$ cat src/rtl/vga_scan_arbiter_if.sv
// Capture-writer and sample-RAM bus of vga_scan_arbiter.
// master: the arbiter side; slave: the capture engine plus RAM side.
interface vga_scan_arbiter_if #(
    parameter int ADDR_W = 10,
    parameter int DATA_W = 4
);
    logic              cap_req;
    logic [ADDR_W-1:0] cap_addr;
    logic [DATA_W-1:0] cap_data;
    logic              cap_gnt;
    logic [ADDR_W-1:0] mem_addr;
    logic              mem_we;
    logic [DATA_W-1:0] mem_wdata;
    logic [DATA_W-1:0] mem_rdata;

    modport master (
        input  cap_req, cap_addr, cap_data, mem_rdata,
        output cap_gnt, mem_addr, mem_we, mem_wdata
    );

    modport slave (
        output cap_req, cap_addr, cap_data, mem_rdata,
        input  cap_gnt, mem_addr, mem_we, mem_wdata
    );
endinterface

$ cat src/rtl/vga_scan_arbiter.sv
// 1024x768@60 raster sequencer that shares the sample RAM between display fetch and capture writes.
// Optional macro FRAME_LOCK_EN restricts capture grants to vertical blanking.
module vga_scan_arbiter #(
    parameter int H_VISIBLE = 1024,
    parameter int H_FRONT   = 24,
    parameter int H_SYNC    = 136,
    parameter int H_TOTAL   = 1344,
    parameter int V_VISIBLE = 768,
    parameter int V_FRONT   = 3,
    parameter int V_SYNC    = 6,
    parameter int V_TOTAL   = 806,
    parameter int ADDR_W    = 10,
    parameter int DATA_W    = 4
) (
    input  logic              clk,
    input  logic              rst,
    output logic [10:0]       pixel_x,
    output logic [9:0]        line_y,
    output logic              hsync,
    output logic              vsync,
    output logic              display_en,
    output logic [DATA_W-1:0] pix_data,
    output logic              frame_start,
    vga_scan_arbiter_if.master bus
);

    logic [10:0] h;
    logic [9:0]  v;
    logic        fetch_slot;
    logic        grant_window;
    logic        gnt;
    logic        hs0, vs0, fs0;
    logic        de1, hs1, vs1, fs1;

    always_ff @(posedge clk) begin
        if (rst) begin
            h <= '0;
            v <= '0;
        end else if (h == 11'(H_TOTAL - 1)) begin
            h <= '0;
            v <= (v == 10'(V_TOTAL - 1)) ? '0 : v + 10'd1;
        end else begin
            h <= h + 11'd1;
        end
    end

    assign fetch_slot = (h < 11'(H_VISIBLE)) && (v < 10'(V_VISIBLE));

`ifdef FRAME_LOCK_EN
    assign grant_window = (v >= 10'(V_VISIBLE));
`else
    assign grant_window = ~fetch_slot;
`endif

    assign gnt         = bus.cap_req & grant_window & ~rst;
    assign bus.cap_gnt = gnt;

    // Display fetch outranks capture; an ungranted request simply waits.
    always_comb begin
        bus.mem_addr  = '0;
        bus.mem_we    = 1'b0;
        bus.mem_wdata = '0;
        if (fetch_slot) begin
            bus.mem_addr = h[ADDR_W-1:0];
        end else if (gnt) begin
            bus.mem_addr  = bus.cap_addr;
            bus.mem_we    = 1'b1;
            bus.mem_wdata = bus.cap_data;
        end
    end

    assign hs0 = ~((h >= 11'(H_VISIBLE + H_FRONT)) && (h < 11'(H_VISIBLE + H_FRONT + H_SYNC)));
    assign vs0 = ~((v >= 10'(V_VISIBLE + V_FRONT)) && (v < 10'(V_VISIBLE + V_FRONT + V_SYNC)));
    assign fs0 = (h == 11'd0) && (v == 10'd0);

    // Stage 1 lines the timing flags up with the RAM read; stage 2 drives the pins.
    always_ff @(posedge clk) begin
        if (rst) begin
            de1         <= 1'b0;
            hs1         <= 1'b1;
            vs1         <= 1'b1;
            fs1         <= 1'b0;
            display_en  <= 1'b0;
            hsync       <= 1'b1;
            vsync       <= 1'b1;
            frame_start <= 1'b0;
            pix_data    <= '0;
        end else begin
            de1         <= fetch_slot;
            hs1         <= hs0;
            vs1         <= vs0;
            fs1         <= fs0;
            display_en  <= de1;
            hsync       <= hs1;
            vsync       <= vs1;
            frame_start <= fs1;
            pix_data    <= de1 ? bus.mem_rdata : '0;
        end
    end

    assign pixel_x = h;
    assign line_y  = v;

endmodule

$ cat src/flat_wrapper.sv
// flat-port wrapper written by rule: the top's interface ports become plain ports
module vga_scan_arbiter_flat 
#(
    parameter int H_VISIBLE = 1024,
    parameter int H_FRONT   = 24,
    parameter int H_SYNC    = 136,
    parameter int H_TOTAL   = 1344,
    parameter int V_VISIBLE = 768,
    parameter int V_FRONT   = 3,
    parameter int V_SYNC    = 6,
    parameter int V_TOTAL   = 806,
    parameter int ADDR_W    = 10,
    parameter int DATA_W    = 4
)
  (clk, rst, pixel_x, line_y, hsync, vsync, display_en, pix_data, frame_start, bus_cap_req, bus_cap_addr, bus_cap_data, bus_mem_rdata, bus_cap_gnt, bus_mem_addr, bus_mem_we, bus_mem_wdata);
  vga_scan_arbiter_if #(.ADDR_W(ADDR_W), .DATA_W(DATA_W)) bus_i ();
  input  logic clk;
  input  logic rst;
  output logic [10:0] pixel_x;
  output logic [9:0] line_y;
  output logic hsync;
  output logic vsync;
  output logic display_en;
  output logic [DATA_W-1:0] pix_data;
  output logic frame_start;
  input wire logic [$bits(bus_i.cap_req)-1:0] bus_cap_req;
  input wire logic [$bits(bus_i.cap_addr)-1:0] bus_cap_addr;
  input wire logic [$bits(bus_i.cap_data)-1:0] bus_cap_data;
  input wire logic [$bits(bus_i.mem_rdata)-1:0] bus_mem_rdata;
  output wire logic [$bits(bus_i.cap_gnt)-1:0] bus_cap_gnt;
  output wire logic [$bits(bus_i.mem_addr)-1:0] bus_mem_addr;
  output wire logic [$bits(bus_i.mem_we)-1:0] bus_mem_we;
  output wire logic [$bits(bus_i.mem_wdata)-1:0] bus_mem_wdata;
  assign bus_i.cap_req = bus_cap_req;
  assign bus_i.cap_addr = bus_cap_addr;
  assign bus_i.cap_data = bus_cap_data;
  assign bus_i.mem_rdata = bus_mem_rdata;
  assign bus_cap_gnt = bus_i.cap_gnt;
  assign bus_mem_addr = bus_i.mem_addr;
  assign bus_mem_we = bus_i.mem_we;
  assign bus_mem_wdata = bus_i.mem_wdata;
  vga_scan_arbiter #(.H_VISIBLE(H_VISIBLE), .H_FRONT(H_FRONT), .H_SYNC(H_SYNC), .H_TOTAL(H_TOTAL), .V_VISIBLE(V_VISIBLE), .V_FRONT(V_FRONT), .V_SYNC(V_SYNC), .V_TOTAL(V_TOTAL), .ADDR_W(ADDR_W), .DATA_W(DATA_W)) u_core (.clk(clk), .rst(rst), .pixel_x(pixel_x), .line_y(line_y), .hsync(hsync), .vsync(vsync), .display_en(display_en), .pix_data(pix_data), .frame_start(frame_start), .bus(bus_i));
endmodule
$ cat config.mk
export PLATFORM = sky130hd
export DESIGN_NAME = vga_scan_arbiter_flat
export DESIGN_NICKNAME = d
export VERILOG_FILES = /design/src/rtl/vga_scan_arbiter_if.sv /design/src/rtl/vga_scan_arbiter.sv /design/src/flat_wrapper.sv
export SDC_FILE = /design/constraint.sdc
export NUM_CORES = 1
export LEC_CHECK = 0
export ABC_AREA = 1
export BUFFER_PORTS_ARGS = -buffer_cell sky130_fd_sc_hd__buf_2
export CAP_MARGIN = 20
export CORE_MARGIN = 5
export CORE_UTILIZATION = 30
export DETAILED_ROUTE_END_ITERATION = 16
export GPL_TIMING_DRIVEN = 0
export PLACE_DENSITY = 0.55
export SLEW_MARGIN = 20
export SYNTH_ARGS = -nofsm -noshare
export SYNTH_HDL_FRONTEND = slang
export SYNTH_SLANG_ARGS = --single-unit
$ cat constraint.sdc
create_clock -name clk -period 2.4 [get_ports clk]
set_clock_uncertainty 0.15 [all_clocks]
set_input_delay 0.24 -clock clk [delete_from_list [all_inputs] [get_ports clk]]
set_output_delay 0.24 -clock clk [all_outputs]
set_load 0.1 [all_outputs]
# After elaboration in Yosys (flattened, before gate mapping)
# Cells that the tools add are included.
[totals]
reg_bits = 33
out_inout_bits = 45
inputBits = 21
[op_classes]
addsub = 2
reduce_logical = 8
n_lt_le_gt_ge = 6
n_bitwise = 7
n_mux = 7
eq_ne = 2
[ops]
columns = ["op", "count"]
rows = [
  ["two-way mux 10 bit", 3],
  ["less-than comparator 11 bit, second input constant", 2],
  ["less-than comparator 10 bit, second input constant", 2],
  ["adder 11 x 1 -> 11 bit, second input constant", 1],
  ["equality test 11 bit, second input constant", 1],
  [">= comparator 11 bit, second input constant", 1],
  ["logical NOT 11 bit", 1],
  ["adder 10 x 1 -> 10 bit, second input constant", 1],
  ["equality test 10 bit, second input constant", 1],
  [">= comparator 10 bit, second input constant", 1],
  ["logical NOT 10 bit", 1],
  ["two-way mux 4 bit", 2],
  ["NOT 1 bit", 5],
  ["logical AND 1 bit", 4],
  ["OR reduction 2 bit", 2],
  ["AND 1 bit", 2],
  ["two-way mux 1 bit", 2],
]

# Logic depth before layout (Yosys ltp)
[depth]
word_depth = 7
depth_mapped = 9
depth_no_buf = 9

# Worst setup path after synthesis
# Ideal clock, no wire load.
[synth_timing]
kind = "register to output"
start = "reg u_core.h[9] (netlist: u_core.pixel_x[9])"
end = "out bus_mem_addr[9]"
path_stages_with_launch = 3
path_buffers = 0
required_ns = 2.010
arrival_ns = 3.411
slack_ns = -1.401
cell_sequence = "dfxtp_1 -> inv_1 -> o21ai_0"
[synth_between]
elab_chain_len = 7
[synth_lines]
columns = ["item", "line_no", "rtl"]
rows = [
  ["start: declaration", "vga_scan_arbiter.sv:27", "logic [10:0] h;"],
  ["start signal: assignment", "vga_scan_arbiter.sv:43", "h <= h + 11'd1;"],
  ["less-than comparator 11 bit", "vga_scan_arbiter.sv:47", "assign fetch_slot = (h < 11'(H_VISIBLE)) && (v < 10'(V_VISIBLE));"],
  ["logical AND 1 bit", "vga_scan_arbiter.sv:47", ""],
  ["NOT 1 bit", "vga_scan_arbiter.sv:52", "assign grant_window = ~fetch_slot;"],
  ["AND 1 bit (2 in series)", "vga_scan_arbiter.sv:55", "assign gnt = bus.cap_req & grant_window & ~rst;"],
  ["two-way mux 10 bit", "vga_scan_arbiter.sv:65", "end else if (gnt) begin"],
  ["two-way mux 10 bit *", "vga_scan_arbiter.sv:63", "if (fetch_slot) begin"],
  ["end: declaration", "flat_wrapper.sv:31", "output wire logic [$bits(bus_i.mem_addr)-1:0] bus_mem_addr;"],
]
# Every way passes the cells marked *; elsewhere a longest branch is shown, timed or not.

# Worst setup path in the final report
[layout_timing]
start = "reg u_core.v[8] (netlist: u_core.line_y[8])"
end = "out bus_mem_addr[6]"
[layout_between]
elab_chain_len = 7
[layout_lines]
columns = ["item", "line_no", "rtl"]
rows = [
  ["start: declaration", "vga_scan_arbiter.sv:28", "logic [9:0] v;"],
  ["start signal: assignment", "vga_scan_arbiter.sv:41", "v <= (v == 10'(V_TOTAL - 1)) ? '0 : v + 10'd1;"],
  ["less-than comparator 10 bit *", "vga_scan_arbiter.sv:47", ""],
  ["logical AND 1 bit *", "vga_scan_arbiter.sv:47", ""],
  ["NOT 1 bit", "vga_scan_arbiter.sv:52", ""],
  ["AND 1 bit (2 in series)", "vga_scan_arbiter.sv:55", ""],
  ["two-way mux 10 bit", "vga_scan_arbiter.sv:65", ""],
  ["two-way mux 10 bit *", "vga_scan_arbiter.sv:63", ""],
]
# Marked as above.

==> run summary <==
- **total setup violations reported at the end of the flow** 0
- **Sw Pwr** 0.346 mW
- **die extent in x** 86.3 um
- **proportion of netlist area held by the largest area contributor** 37.8%
- **critical path's most frequent cell** nand2_1
- **Worst Hold Class** in2reg
- **sum of overflow across all layers after global routing** 0
- **CP delay by family, top** buffers and inverters
- **switching power as a share of total power** 30.3%
- **share of final-layout standard cells stronger than drive strength 1** 33.0%
- **number of instances in the synthesized netlist** 257
- **initial antenna violation count** 0
- **number of synthesized register bits** 33
- **max-slew headroom at the worst pin** 66.6%
- **fraction of the cycle the final worst path needs** 93.2%
- **CP Launch Type** flip-flop
- **Worst-Margin Slew** 505 ps
- **gpl congestion** 0.790
- **Worst Path Class, Setup** reg2out
- **largest family of logic cells by synthesized area** simple AND/OR/NAND/NOR gates
- **Final Slew Violations** 0
- **ys flop type** dfxtp_1
- **violation count after the first detailed-route iteration** 51
- **relative contribution of sequential cells to total power** 49.4%
- **Crit path arrival time** 1850 ps
- **simple-gate portion of the synthesized area** 40.2%
- **Final Hold Fails** 0
- **proportion of synthesized flip-flops having asynchronous set or reset** 0%
- **area fraction in compound gates after synthesis** 6.30%
- **worst voltage drop across the vdd grid** 0.208 mV
- **relative contribution of combinational cells to total power** 14.6%
- **core footprint** 5570 um2
- **buffering stage count on the worst path with inverters included** 3
- **final worst slack** 164 ps
- **Clock Power Share** 36.0%
- **internal power** 0.796 mW
- **Fmax** 0.447 GHz
- **clock tree from TritonCTS** done
- **CTS Root Buffer Type** clkbuf_8
- **distinct cell type count of the synthesized netlist** 29
- **sequential area share after synthesis** 37.8%
- **highest net fanout along the worst path** 10
- **mux contribution to synthesized area** 0%
- **Mean Syn Cell Area** 6.80 um2
- **post-layout util** 42.6%
- **XOR/XNOR share of the synthesized area** 1.50%
- **average routed wire per standard cell** 11.7 um
- **top-level port count** 66
- **most used standard cell by instance count after synthesis** nand2_1
- **count of port buffers added during placement** 65
- **clock latency of the later-clocked register in the worst-skew pair** 280 ps
- **number of enable flip-flop cells after synthesis** 0
- **number of buffers inserted by post-CTS setup repair** 0
- **outcome** finished clean
- **area of the die** 7450 um2
- **data required time at the worst endpoint** 2010 ps
- **layout overhead on the synthesized area** 35.9%
- **MaxCap Viol Count** 0
- **number of placement rows** 27
- **drt total wl** 4700 um
- **DRC violations left** 0
- **first-pass iteration count of the detailed router** 4
- **Die Height** 86.3 um
- **Slowest cell on crit path** dfxtp_2
- **pin count of the biggest net entering global routing** 11
- **Max stage delay on crit path** 380 ps
- **number of buffers inserted by hold repair at cts** 0
- **initial cell density of the core** 31.4%
- **count of antenna-violating nets left after detailed routing** 0
- **net count reported at finish** 356
- **accumulated negative setup slack** 0 ps
- **Yosys top cell by area** dfxtp_1
- **global-route wire length before repair** 7950 um
- **fin area** 2380 um2
- **final worst path period need** 2240 ps
- **top cells by instance count after synthesis** nand2_1 (55), nor2_1 (47), inv_1 (38), dfxtp_1 (33), nand3_1 (21)
- **total clock buffers created by CTS** 5
- **detailed placement HPWL** 3650 um
- **worst slack at placement** 239 ps
- **number of warning messages in the yosys log** 0
- **Overall Global Routing Usage** 13.1%
- **routed via count divided by cell count** 4.52
- **area after detailed placement** 2260 um2
- **Static Leakage** 1.20 nW
- **H-tree levels** 2
- **series of cell instances along the critical path** nand2_1 > nand2_1 > nand3_2 > inv_1 > buf_4 > nand2_1 > o21ai_4 > buf_4
- **area of the mapped netlist** 1750 um2
- **clock slew at the register clock pins of the worst setup and hold paths** 70 ps
- **post-synthesis adder-cell area fraction** 4.29%
- **sort of element at the end of the critical path** output pin
- **Max Buffers Root-to-Sink** 2
- **number of antenna cells inserted** 0
- **total vias in the final route** 1816
- **count of clock tree sinks** 33
- **power density over cell area** 481 nW/um2
- **cells taking the most area after synthesis** dfxtp_1 (38%), nand2_1 (12%), nor2_1 (10%), inv_1 (8.2%), nand3_1 (6.0%)
- **syn_nets** 284
- **vias in the first global route** 1729
==> through the flow <==
stage	hold WS (ps)	cells	total power, mW
after floorplan	161	257	0.704
after global routing	10.5	402	1.19
after CTS	6.36	402	1.16
final	15.0	402	1.14
after global placement	246	394	0.743
after detailed placement	247	394	0.743
==> per-layer routing <==
layer / global-route usage, % / vias up / routed length, um
met1: 16.6 / 811 / 2170
li1: - / 946 / -
met3: 4.66 / 7 / 398
met4: 3.40 / 0 / 56
met2: 21.0 / 52 / 2070
met5: 0 / - / 0
==> power groups by stage <==
stage | Combinational, mW | Sequential [mW] | Clock [mW]
6_report | 0.167 | 0.564 | 0.411
5_1_grt | 0.179 | 0.565 | 0.449
4_1_cts | 0.167 | 0.564 | 0.427
3_5_place_dp | 0.167 | 0.576 | 0
3_3_place_gp | 0.167 | 0.576 | 0
2_1_floorplan | 0.0646 | 0.640 | 0
==> worst paths after layout <==
| path | cells after the start | endpoint | start | slack [ps] |
|---|---|---|---|---|
| worst max-delay path | 8 | bus_mem_addr[6] | u_core.line_y[8]$_SDFFE_PP0N_ | 160 |
| worst max register to register | 7 | u_core.pixel_x[5]$_SDFF_PP0_ | u_core.pixel_x[0]$_SDFF_PP0_ | 720 |
| worst min-delay path | 3 | u_core.pix_data[1]$_SDFF_PP0_ | bus_mem_rdata[1] | 20 |
| worst min register to register | 2 | u_core.frame_start$_SDFF_PP0_ | u_core.fs1$_SDFF_PP0_ | 250 |
==> worst min-delay path, cell delays in order <==
cell	delay (ps)
buf_2	90
inv_1	40
nor2_1	30
==> what timing repair did <==
action                     4_1_cts  5_1_grt
cloned                           0        0
gates resized for setup          6        8
setup endpoints to repair        9        6
==> layout make-up <==
| cell class | count | area [um2] |
|---|---|---|
| plain buffers | 4 | 28.8 |
| clock buffers | 6 | 72.6 |
| clock inverters | 2 | 10.0 |
| fillers | 609 | 3200 |
| inverters | 39 | 146 |
| multi-input cells | 181 | 1010 |
| flip-flops and latches | 33 | 667 |
| well taps | 72 | 90.1 |
| repair buffers | 65 | 355 |
==> registers in the layout, summed over array words and instances (netlist names) <==
register,flops
u_core.de1,1
u_core.display_en,1
u_core.frame_start,1
u_core.fs1,1
u_core.hs1,1
u_core.hsync,1
u_core.line_y,10
u_core.pix_data,4
u_core.pixel_x,11
u_core.vs1,1
u_core.vsync,1
==> cells by family (layout without fill, tap and decap cells) <==
logic type,Yosys count,count (layout)
and+or+nand+nor,151,151
buffers and inverters,43,116
DFF,33,33
AOI/OAI and AO/OA,21,21
adders and majority gates,6,6
xor gates and xnor gates,3,3
==> placed cells by master, fill, tap and decap left out, types with 7 or more instances in the layout <==
cell type / instances
a21oi_1: 7
buf_2: 57
inv_1: 38
dfxtp_1: 30
nor2_2: 7
nand2_1: 55
nand3_1: 21
nor2_1: 43
Power figures use the tool's default switching activity.
